--- src/rtl/vga_pkg.sv ---
// Shared VGA timing constants for the 640x480 @ 60 Hz mode.
// Both vga_timing and the image generator import this package, so the
// frame size they agree on lives in exactly one place.
//   coord_t      : 12-bit unsigned pixel/line coordinate
//   line_total() : sum of visible + porches + sync for one axis
package vga_pkg;

  localparam int unsigned CNT_W = 12;

  typedef logic [CNT_W-1:0] coord_t;

  // Horizontal defaults, in pixels
  localparam int unsigned H_VISIBLE_DEF = 640;
  localparam int unsigned H_FRONT_DEF   = 16;
  localparam int unsigned H_SYNC_DEF    = 96;
  localparam int unsigned H_BACK_DEF    = 48;

  // Vertical defaults, in lines
  localparam int unsigned V_VISIBLE_DEF = 480;
  localparam int unsigned V_FRONT_DEF   = 10;
  localparam int unsigned V_SYNC_DEF    = 2;
  localparam int unsigned V_BACK_DEF    = 33;

  function automatic int unsigned line_total(input int unsigned visible,
                                             input int unsigned front,
                                             input int unsigned sync,
                                             input int unsigned back);
    return visible + front + sync + back;
  endfunction

  localparam int unsigned H_TOTAL_DEF =
    line_total(H_VISIBLE_DEF, H_FRONT_DEF, H_SYNC_DEF, H_BACK_DEF);
  localparam int unsigned V_TOTAL_DEF =
    line_total(V_VISIBLE_DEF, V_FRONT_DEF, V_SYNC_DEF, V_BACK_DEF);

  // Frame dimensions seen by the image generator
  localparam int unsigned FRAME_WIDTH  = H_VISIBLE_DEF;
  localparam int unsigned FRAME_HEIGHT = V_VISIBLE_DEF;

endpackage

--- src/rtl/vga_counter.sv ---
// Wrapping 12-bit up-counter used for both the pixel (x) and line (y) axes.
//   clk     : pixel clock, rising edge
//   rst_n   : synchronous active-low reset, clears the count
//   en      : advance the count this cycle
//   count   : registered current value, 0..WRAP_AT
//   wrap    : high in the cycle the counter is enabled at WRAP_AT, i.e. the
//             cycle whose edge returns the count to zero
module vga_counter
  import vga_pkg::*;
#(
  parameter int unsigned WRAP_AT = H_TOTAL_DEF - 1
) (
  input  logic   clk,
  input  logic   rst_n,
  input  logic   en,
  output coord_t count,
  output logic   wrap
);

  localparam coord_t WRAP_VAL = coord_t'(WRAP_AT);

  coord_t count_q;
  coord_t count_d;

  always_comb begin
    wrap    = en && (count_q == WRAP_VAL);
    count_d = count_q;
    if (en) begin
      count_d = wrap ? '0 : count_q + coord_t'(1);
    end
  end

  always_ff @(posedge clk) begin
    if (!rst_n) begin
      count_q <= '0;
    end else begin
      count_q <= count_d;
    end
  end

  assign count = count_q;

endmodule

--- src/rtl/vga_timing.sv ---
// VGA raster timing generator.
// Scans x across each line and y down each frame, publishes the current
// x,y so an image generator can return a colour combinationally, then
// registers that colour (blanked outside the visible area) together with
// the sync pulses, so every DAC-facing output lags x,y by exactly one cycle.
//   CLOCK_25            : 25 MHz pixel clock
//   RESET_N             : synchronous active-low reset
//   color[2:0]          : {R,G,B} for the current x,y
//   x, y                : current pixel column / line
//   vga_r, vga_g, vga_b : registered colour bits
//   vga_hs, vga_vs      : registered active-low syncs
//   frame_tick          : one-cycle pulse at the start of vertical blanking
module vga_timing
  import vga_pkg::*;
#(
  parameter int unsigned H_VISIBLE = H_VISIBLE_DEF,
  parameter int unsigned H_FRONT   = H_FRONT_DEF,
  parameter int unsigned H_SYNC    = H_SYNC_DEF,
  parameter int unsigned H_BACK    = H_BACK_DEF,
  parameter int unsigned V_VISIBLE = V_VISIBLE_DEF,
  parameter int unsigned V_FRONT   = V_FRONT_DEF,
  parameter int unsigned V_SYNC    = V_SYNC_DEF,
  parameter int unsigned V_BACK    = V_BACK_DEF
) (
  input  logic        CLOCK_25,
  input  logic        RESET_N,
  input  logic [2:0]  color,
  output logic [11:0] x,
  output logic [11:0] y,
  output logic        vga_r,
  output logic        vga_g,
  output logic        vga_b,
  output logic        vga_hs,
  output logic        vga_vs,
  output logic        frame_tick
);

  localparam int unsigned H_TOTAL = line_total(H_VISIBLE, H_FRONT, H_SYNC, H_BACK);
  localparam int unsigned V_TOTAL = line_total(V_VISIBLE, V_FRONT, V_SYNC, V_BACK);

  localparam coord_t H_VIS_END = coord_t'(H_VISIBLE);
  localparam coord_t V_VIS_END = coord_t'(V_VISIBLE);
  localparam coord_t HS_START  = coord_t'(H_VISIBLE + H_FRONT);
  localparam coord_t HS_END    = coord_t'(H_VISIBLE + H_FRONT + H_SYNC);
  localparam coord_t VS_START  = coord_t'(V_VISIBLE + V_FRONT);
  localparam coord_t VS_END    = coord_t'(V_VISIBLE + V_FRONT + V_SYNC);
  localparam coord_t V_LAST_VIS = coord_t'(V_VISIBLE - 1);

  coord_t x_cnt;
  coord_t y_cnt;
  logic   h_wrap;
  logic   v_wrap_unused;

  // The line counter only advances on the cycle the pixel counter wraps,
  // so both counters return to zero on the same edge at the frame end.
  vga_counter #(.WRAP_AT(H_TOTAL - 1)) u_h_counter (
    .clk   (CLOCK_25),
    .rst_n (RESET_N),
    .en    (1'b1),
    .count (x_cnt),
    .wrap  (h_wrap)
  );

  vga_counter #(.WRAP_AT(V_TOTAL - 1)) u_v_counter (
    .clk   (CLOCK_25),
    .rst_n (RESET_N),
    .en    (h_wrap),
    .count (y_cnt),
    .wrap  (v_wrap_unused)
  );

  logic       active;
  logic       hs_raw;
  logic       vs_raw;
  logic [2:0] rgb_d;
  logic [2:0] rgb_q;
  logic       hs_d;
  logic       hs_q;
  logic       vs_d;
  logic       vs_q;
  logic       tick_d;
  logic       tick_q;

  // h_wrap already means x == H_TOTAL-1, so the tick only needs the
  // last-visible-line test on y.
  always_comb begin
    active = (x_cnt < H_VIS_END) && (y_cnt < V_VIS_END);
    hs_raw = !((x_cnt >= HS_START) && (x_cnt < HS_END));
    vs_raw = !((y_cnt >= VS_START) && (y_cnt < VS_END));
    rgb_d  = active ? color : 3'b000;
    hs_d   = hs_raw;
    vs_d   = vs_raw;
    tick_d = h_wrap && (y_cnt == V_LAST_VIS);
  end

  always_ff @(posedge CLOCK_25) begin
    if (!RESET_N) begin
      rgb_q  <= 3'b000;
      hs_q   <= 1'b1;
      vs_q   <= 1'b1;
      tick_q <= 1'b0;
    end else begin
      rgb_q  <= rgb_d;
      hs_q   <= hs_d;
      vs_q   <= vs_d;
      tick_q <= tick_d;
    end
  end

  assign x          = x_cnt;
  assign y          = y_cnt;
  assign vga_r      = rgb_q[2];
  assign vga_g      = rgb_q[1];
  assign vga_b      = rgb_q[0];
  assign vga_hs     = hs_q;
  assign vga_vs     = vs_q;
  assign frame_tick = tick_q;

endmodule

--- config.mk ---
export PLATFORM = sky130hd
export DESIGN_NAME = vga_timing
export DESIGN_NICKNAME = d
export VERILOG_FILES = /design/src/rtl/vga_pkg.sv /design/src/rtl/vga_counter.sv /design/src/rtl/vga_timing.sv
export SDC_FILE = /design/constraint.sdc
export NUM_CORES = 1
export LEC_CHECK = 0
export BUFFER_PORTS_ARGS = -buffer_cell sky130_fd_sc_hd__buf_2
export CORE_MARGIN = 10
export CORE_UTILIZATION = 51
export CTS_CLUSTER_SIZE = 14
export DETAILED_ROUTE_END_ITERATION = 6
export PLACE_DENSITY = 0.84
export SYNTH_ARGS = -nofsm -noshare
export SYNTH_HDL_FRONTEND = slang
export SYNTH_SLANG_ARGS = --single-unit
--- constraint.sdc ---
create_clock -name CLOCK_25 -period 1.9 [get_ports CLOCK_25]
set_clock_uncertainty 0.05 [all_clocks]
set_input_delay 0.285 -clock CLOCK_25 [delete_from_list [all_inputs] [get_ports CLOCK_25]]
set_output_delay 0.285 -clock CLOCK_25 [all_outputs]
set_load 0.005 [all_outputs]
### Word level (Yosys, flattened, before mapping)

Cells that the tools add are included.

* flip-flop bits (word level): 30
* input bits: 5
* output and inout port bits: 30
* logic and storage cells: 28

* add/subtract/negate cells: 2
* order comparisons: 6
* equal/unequal tests: 3
* multiplexer cells: 1
* bitwise gates (word level): 1
* reduce and logical (&&, ||, !) cells: 9

Operator list (count)
* 12-bit by 1-bit adder with 12-bit output (second input constant): 2
* 12-bit by 10-bit equality test with 1-bit output (second input constant): 2
* 12-bit by 10-bit less-than comparator with 1-bit output (second input constant): 2
* 12-bit by 9-bit less-than comparator with 1-bit output (second input constant): 2
* 12-bit by 9-bit equality test with 1-bit output (second input constant): 1
* 12-bit by 10-bit greater-or-equal comparator with 1-bit output (second input constant): 1
* 12-bit by 9-bit greater-or-equal comparator with 1-bit output (second input constant): 1
* 12-bit 2-to-1 mux: 1
* 1-bit logical AND: 5
* 1-bit logical NOT: 2
* 2-bit AND reduction: 1
* 2-bit OR reduction: 1
* 1-bit NOT: 1

### Longest topological paths before layout

Gate-level depths: netlist of run 1.

* depth after elaboration: 3
* gate-level depth with buffers: 7
* mapped depth without buffers: 6

### Hierarchy

Synthesis of run 1 repeated with hierarchy kept, for this count alone.

* cells, all modules: 156
* area total of the unflattened synthesis: 1438.9 um^2

Modules (own cells, without submodules)
* vga_counter at u_v_counter: instances 1, cells each 65, area each 579.3 um^2, seq. area each 240.2 um^2
* vga_counter at u_h_counter: instances 1, cells each 63, area each 574.3 um^2, seq. area each 240.2 um^2
* vga_timing: instances 1, cells each 28, area each 285.3 um^2, seq. area each 120.1 um^2

### Worst setup path before layout of run 1

Ideal clock, no wire load.

* kind: register to register
* from: register u_h_counter.count_q[0], in the netlist u_h_counter.count[0]
* to: register u_v_counter.count_q[8], in the netlist u_v_counter.count[8]
* library setup time: 0.070 ns
* arrival time: 1.646 ns
* data required time: 1.780 ns
* slack: 0.134 ns
* stages on the path, launching flop included: 7
* buffers on the path: 1
* clock period less this slack: 1.766 ns
* cells stage by stage: dfxtp_1 > ha_1 > and3_1 > buf_2 > nand4_2 > or4_1 > a21oi_1

* cells in the longest elaborated chain, start to end: 3

Ends and longest elaborated chain
* start: declaration: line vga_counter.sv:22 `coord_t count_q;`
* start signal: assignment: line vga_counter.sv:37 `count_q <= count_d;`
* 12-bit by 10-bit equality test with 1-bit output *: line vga_counter.sv:26 `wrap = en && (count_q == WRAP_VAL);`
* 1-bit logical AND: line vga_counter.sv:26
* 12-bit 2-to-1 mux: line vga_counter.sv:29 `count_d = wrap ? '0 : count_q + coord_t'(1);`
* end signal: assignment: line vga_counter.sv:37
* end: declaration: line vga_counter.sv:22

Every way passes the cells marked *; elsewhere a longest branch is shown, timed or not.
A chain may end at the register's enable or synchronous reset.

### Final worst setup path of run 1

* from: register u_h_counter.count_q[5], in the netlist u_h_counter.count[5]
* to: register u_v_counter.count_q[2], in the netlist u_v_counter.count[2]

Same word-level chain as after synthesis.

==> metrics.md, run 1 <==
| Metric | Value |
|---|---|
| Status | complete, no violations |
| Slew @ Worst Pin | 0.470 ns |
| Clock sink count | 30 |
| Global-route wire length before repair | 5.84 mm |
| Max Used Layer | met4 |
| M1 wire length | 1.53 mm |
| First-pass iteration count of the detailed router | 4 |
| Hold_sp | color[0] |
| Final GP Congestion | 0.895 |
| Rel. slew slack | 0.682 |
| Vias per cell | 5.69 |
| Final HPWL DP | 2.68 mm |
| Global route total overflow | 0 |
| Starting density of the core | 0.549 |
| Synth warn | 0 |
| Die Y | 72.1 microns |
| Worst R2R End | u_v_counter.count[2]$_SDFFE_PN0P_ |
| H-tree Lvls | 2 |
| # IOs | 35 |
| Dpl ws | 0.0942 ns |
| Post-synthesis mux area share | 0 |
| Yosys top cell area share | 0.434 |
| Final nets | 216 |
| Slowest CP cell | nor4b_4 |
| Max Fclk | 536 MHz |
| Setup ws final | 0.0353 ns |
| Compound-Gate Fraction of Synth Area | 0.0940 |
| Final min period | 1.86 ns |
| WP data required | 2.12 ns |
| Final ANT Viol Nets | 0 |
| WL met3 | 286 microns |
| Placed Area | 1670 sq um |
| Initial DRC Count | 75 |
| Hold Crit Depth | 2 |
| Row count | 18 |
| Adder-cell share of the synthesized area | 0.0362 |
| EDFF count, synth | 0 |
| WL final | 3.68 mm |
| Count of final setup violators | 0 |
| Die ar. | 5200 sq um |
| Final Hold Vio Count | 0 |
| DRC viols | 0 |
| Xor-xnor portion of the synthesized cell area | 0.0696 |
| Netlist cell types | 29 |
| Fin. max-slew vios | 0 |
| Net Count, Synth | 164 |
| Post-Synth Simple-Gate Area | 0.332 |
| Setup Crit Path Kind | flip-flop to flip-flop |
| WL/cell | 15.5 microns |
| Sequential-to-total area share from yosys stat | 0.434 |
| Crit. path cell count | 5 |
| R2R cell count | 5 |
| Clock-pin slew on the worst setup and hold paths | 0.10 ns |
| Cell Chain, Critical Path | nor4b_4 -> nand4_1 -> buf_4 -> or3_1 -> a21oi_1 |
| Crit end category | flip-flop |
| Met2 routed WL | 1.79 mm |
| CP bufs+invs | 1 |
| Initial antenna violation count | 0 |
| Cell count after synthesis | 155 |
| Reg2reg start | u_h_counter.count[5]$_SDFF_PP0_ |
| Reg2Reg Setup Slack | 0.04 ns |
| Pin count of the biggest net entering global routing | 11 |
| Kind of start point of the critical path | flip-flop |
| Clock buffer depth | 2 |
| Vias in the first global route | 1310 |
| Cell area power density | 615 nW/um^2 |
| Main combinational cell family by area after synthesis | simple AND/OR/NAND/NOR gates |
| Cell area after synthesis | 1380 sq um |
| Synth top area cells | dfxtp_1 43%, xnor2_1 5.1%, nor2_1 4.6%, ha_1 3.6%, a21oi_1 3.3% |
| Area grow syn2layout | 28.8% |
| Buffers on Ports | 34 |
| Crit Path Max Fanout | 7 |
| Syn avg cell area | 8.93 sq um |
| Reg area | 602 sq um |
| Non-Filler Cell Area, Final | 1780 sq um |
| FILL cells | 203 |
| GRT Overall Usage | 0.137 |
| Max VDD drop | 0.000595 V |
| Max Cap Violations | 0 |
| Synth Flop Type | dfxtp_1 |
| Hold Path Class | input pin to flip-flop |
| Delay-heaviest family, CP | simple AND/OR/NAND/NOR gates |
| CORE AREA | 2520 sq um |
| CTS tree | built |
| Via count | 1354 |
| Area of the multi-input gates | 766 sq um |
| FFs w/ async S/R, synth | 0 |
| Layout cells sized above 1 | 0.303 |
| Post-route clock period utilization | 0.981 |
| Skew-Pair Late Insertion Delay | 0.34 ns |
| Die W | 72.1 microns |
| Crit path arrival time | 2.09 ns |
| Dominant cell type by area after synthesis | dfxtp_1 |
| Ant. Diodes | 0 |
| Post-synthesis register bit count | 30 |
| Hold Path End | rgb_q[0]$_SDFF_PN0_ |
| CTS Root Buffer Type | clkbuf_4 |
| Slowest stage delay, CP | 0.44 ns |
| Leakage | 0.773 nW |
| Total CTS buffers | 5 |
-- state kept, by name, indices dropped and copies added, names as in the netlist --
| signal | flops |
|---|---|
| frame_tick | 1 |
| rgb_q | 3 |
| u_h_counter.count | 12 |
| u_v_counter.count | 12 |
| vga_hs | 1 |
| vga_vs | 1 |
-- cells by family (layout without fill, tap and decap cells) --
kind of cell	Yosys count	count (layout)
AO/OA/AOI/OAI	23	23
XOR/XNOR	11	11
adder cells (fa/ha/maj)	4	4
buffers and inverters	12	65
flip-flops	30	30
AND/OR/NAND/NOR	75	75
-- final cells by class --
type / count / share of cell area
clock buffer: 6 / 0.0288
clock inverter: 2 / 0.00702
inverter: 8 / 0.0169
multi-input combinational: 113 / 0.430
sequential: 30 / 0.338
tap: 30 / 0.0211
timing repair buffer: 49 / 0.159
-- layer usage --
layer / up-vias / GRT usage
met5: - / 0
met1: 646 / 0.149
met2: 37 / 0.230
met3: 10 / 0.0599
li1: 661 / -
met4: 0 / 0.0495
-- Yosys cell counts, types with 3 or more instances --
| cell type | number |
|---|---|
| ha_1 | 4 |
| nand2_1 | 6 |
| or3_1 | 7 |
| and3_1 | 3 |
| xnor2_1 | 8 |
| xor2_1 | 3 |
| nor2_1 | 17 |
| o31ai_1 | 3 |
| nor3_1 | 4 |
| inv_1 | 8 |
| nand3_1 | 9 |
| or4_1 | 4 |
| a21oi_1 | 9 |
| o21ai_0 | 7 |
| and2_1 | 6 |
| dfxtp_1 | 30 |
| nand4_1 | 7 |
-- cells in the final DEF (no fill, tap or decap), types with 2 or more instances in the layout --
cell type	synthesis	final
and4_1	2	2
and2_1	6	6
a21oi_1	9	9
o21ai_1	2	2
nor2_1	17	17
buf_2	2	34
nand4_1	7	7
and3_1	3	3
or3_1	7	7
o21ai_0	7	7
nand3_1	9	9
inv_1	8	8
and4b_1	2	2
clkbuf_4	0	5
or4_1	4	4
nor3_1	4	4
ha_1	4	4
dfxtp_1	30	29
nand2_1	6	6
xor2_1	3	3
o31ai_1	3	3
buf_4	0	15
xnor2_1	8	8
nor4b_1	2	2
-- timing repair --
item,4_1_cts,5_1_grt
setup buffers,0,2
hold buffers,0,0
gates resized for setup,0,5
endpoints found under the setup margin,0,9
-- how the worst max path moves through the flow --
stage                               startpoint                            endpoint  slack (ns)
3_5_place_dp   u_h_counter.count[5]$_SDFF_PP0_  u_v_counter.count[11]$_SDFFE_PN0P_        0.09
6_report       u_h_counter.count[5]$_SDFF_PP0_   u_v_counter.count[2]$_SDFFE_PN0P_        0.04
3_3_place_gp   u_h_counter.count[5]$_SDFF_PP0_  u_v_counter.count[11]$_SDFFE_PN0P_        0.16
4_1_cts        u_h_counter.count[9]$_SDFF_PP0_  u_v_counter.count[11]$_SDFFE_PN0P_        0.07
5_1_grt        u_h_counter.count[0]$_SDFF_PP0_   u_v_counter.count[2]$_SDFFE_PN0P_       -0.05
2_1_floorplan  u_h_counter.count[0]$_SDFF_PP0_   u_v_counter.count[8]$_SDFFE_PN0P_        0.13
-- where the power goes --
group / total (mW) / switching, mW / internal [mW]
clock: 0.404 / 0.227 / 0.177
sequential: 0.643 / 0.00558 / 0.637
combinational: 0.0493 / 0.0260 / 0.0233
-- stage by stage --
stage | hold slack, ns | TNS [ns] | util | cells | power (mW)
floorplan | 0.357 | 0 | - | 155 | 0.680
global route | 0.100 | -0.0531 | 0.706 | 238 | 1.14
CTS | 0.0985 | 0 | 0.688 | 236 | 1.10
global placement | 0.440 | 0 | 0.663 | 228 | 0.704
finish | 0.0953 | 0 | 0.706 | 238 | 1.10
detailed placement | 0.449 | 0 | 0.663 | 228 | 0.707
Note: power is estimated with default switching activity, not from simulation.
==> run 2, diff against run 1 <==
--- a/config.mk
+++ b/config.mk
@@ -11,6 +11,7 @@
 export CTS_CLUSTER_SIZE = 14
 export DETAILED_ROUTE_END_ITERATION = 6
 export PLACE_DENSITY = 0.84
+export RECOVER_POWER = 50
 export SYNTH_ARGS = -nofsm -noshare
 export SYNTH_HDL_FRONTEND = slang
 export SYNTH_SLANG_ARGS = --single-unit
==> run 2 against run 1 <==
Compared with the run above:
- final cell count unchanged
- clock power about the same
- largest cell class unchanged
- register-to-register slack about the same
- maximum frequency increased by 0.29%
- design area decreased by 3.2%
- die area unchanged
==> metrics.md, run 2 (synthesis results as in run 1) <==
| Metric | Value |
|---|---|
| Leakage | 0.673 nW |
| Most common cell after layout, fill and taps aside | dfxtp_1 |
| Cell area power density | 633 nW/um^2 |
| Vias in the first global route | 1310 |
| Count of final setup violators | 0 |
| GRT Overall Usage | 0.137 |
| Global-route wire length before repair | 5.84 mm |
| Rel. slew slack | 0.687 |
| # IOs | 35 |
| Max Fclk | 538 MHz |
| Fin. max-slew vios | 0 |
| CORE AREA | 2520 sq um |
| Final GP Congestion | 0.895 |
| NetSw | 259 uW |
| Status | complete, no violations |
| WL/cell | 15.4 microns |
| GR Layer Usage met1 | 0.149 |
| Hold Path Class | input pin to flip-flop |
| Via count | 1360 |
| Combinational share of power | 0.041 |
| Die ar. | 5200 sq um |
| Crit Path Max Fanout | 7 |
| Slew @ Worst Pin | 0.464 ns |
| Crit path arrival time | 2.08 ns |
| CTS Root Buffer Type | clkbuf_4 |
| Max Cap Violations | 0 |
| CTS Hold Bufs | 0 |
| Dpl ws | 0.0942 ns |
| Setup ws final | 0.0407 ns |
| Placed Area | 1670 sq um |
| Final min period | 1.86 ns |
| WL final | 3.67 mm |
| DRC viols | 0 |
| Area grow syn2layout | 24.7% |
| Internal | 833 uW |
| Vias per cell | 5.71 |
| Non-Filler Cell Area, Final | 1730 sq um |
| Final nets | 216 |
| Clock power share | 0.371 |
| Clock-pin slew on the worst setup and hold paths | 0.09 ns |
| Met2 usage | 0.230 |
| Layout cells sized above 1 | 0.183 |
| First-pass iteration count of the detailed router | 4 |
| Total CTS buffers | 5 |
| Global route total overflow | 0 |
| WP data required | 2.13 ns |
| Switching share of power | 0.237 |
| Final Hold Vio Count | 0 |
| Most frequent cells in the layout | 29 x dfxtp_1, 25 x clkbuf_1, 19 x buf_2 |
| Die Y | 72.1 microns |
| Final ANT Viol Nets | 0 |
| Met3 Use GR | 0.0599 |
| Most Used Layer, Global Route | met2 |
| Starting density of the core | 0.549 |
| Crit end category | flip-flop |
| Skew-Pair Late Insertion Delay | 0.34 ns |
| Initial antenna violation count | 0 |
| Buffers on Ports | 34 |
| CTS tree | built |
| Initial DRC Count | 88 |
| Die W | 72.1 microns |
| Part of the power in registers | 0.588 |
| Pin count of the biggest net entering global routing | 11 |
| Clock buffer depth | 2 |
| Fin util | 0.684 |
| Slowest stage delay, CP | 0.44 ns |
| Slowest CP cell | nor4b_4 |
| Post-route clock period utilization | 0.979 |
| Ant. Diodes | 0 |
| Cell Chain, Critical Path | nor4b_4 -> nand4_1 -> buf_4 -> or3_1 -> a21oi_1 |
| Setup Crit Path Kind | flip-flop to flip-flop |
| Final HPWL DP | 2.68 mm |
| Row count | 18 |
| Max VDD drop | 0.000594 V |
| H-tree Lvls | 2 |
| Clock sink count | 30 |
| Kind of start point of the critical path | flip-flop |
## run 2: routing by layer
| layer | wire length, microns | vias to the layer above |
|---|---|---|
| met2 | 1800 | 36 |
| met5 | 0 | - |
| met1 | 1500 | 652 |
| li1 | - | 662 |
| met4 | 77 | 0 |
| met3 | 292 | 10 |
## run 2: per-stage QoR
step                      TNS (ns)  cells  hold WS, ns  total power, mW
after floorplan                  0    155        0.357            0.680
after global placement           0    228        0.440            0.704
after detailed placement         0    228        0.449            0.707
after CTS                        0    236       0.0985             1.10
after global routing       -0.0529    238        0.100             1.14
final                            0    238       0.0960             1.09
## run 2: power groups by stage
stage	clock network (mW)	logic, mW	registers, mW
2_1_floorplan	0	0.0202	0.660
5_1_grt	0.441	0.0526	0.644
6_report	0.405	0.0448	0.643
4_1_cts	0.411	0.0498	0.643
3_5_place_dp	0	0.0492	0.658
3_3_place_gp	0	0.0481	0.656
## run 2: final timing paths
path                                                         from                                end  slack [ns]  cells past startpoint
worst min register to register  u_v_counter.count[8]$_SDFFE_PN0P_  u_v_counter.count[8]$_SDFFE_PN0P_        0.48                      2
worst max register to register    u_h_counter.count[5]$_SDFF_PP0_  u_v_counter.count[2]$_SDFFE_PN0P_        0.04                      5
worst min-delay path                                     color[0]                rgb_q[0]$_SDFF_PN0_         0.1                      2
worst max-delay path              u_h_counter.count[5]$_SDFF_PP0_  u_v_counter.count[2]$_SDFFE_PN0P_        0.04                      5
## run 2: layout make-up
class / instances / area, sq um
well taps: 30 / 37.5
inverters: 8 / 30.0
fillers: 222 / 797
clock inverters: 2 / 12.5
repair buffers: 49 / 226
flip-flops and latches: 30 / 602
multi-input cells: 113 / 766
clock buffers: 6 / 51.3
## run 2: timing repair
item	in CTS	in global routing
setup buffers	0	2
endpoints found under the hold margin	0	0
endpoints found under the setup margin	0	9
resized for setup	0	5
## run 2: critical path, delay by kind of cell, from the launching register on
kind / cells / cell delay, ns
AOI/OAI and AO/OA: 1 / 0.16
and+or+nand+nor: 3 / 1.00
DFF: 1 / 0.38
buffers and inverters: 1 / 0.21
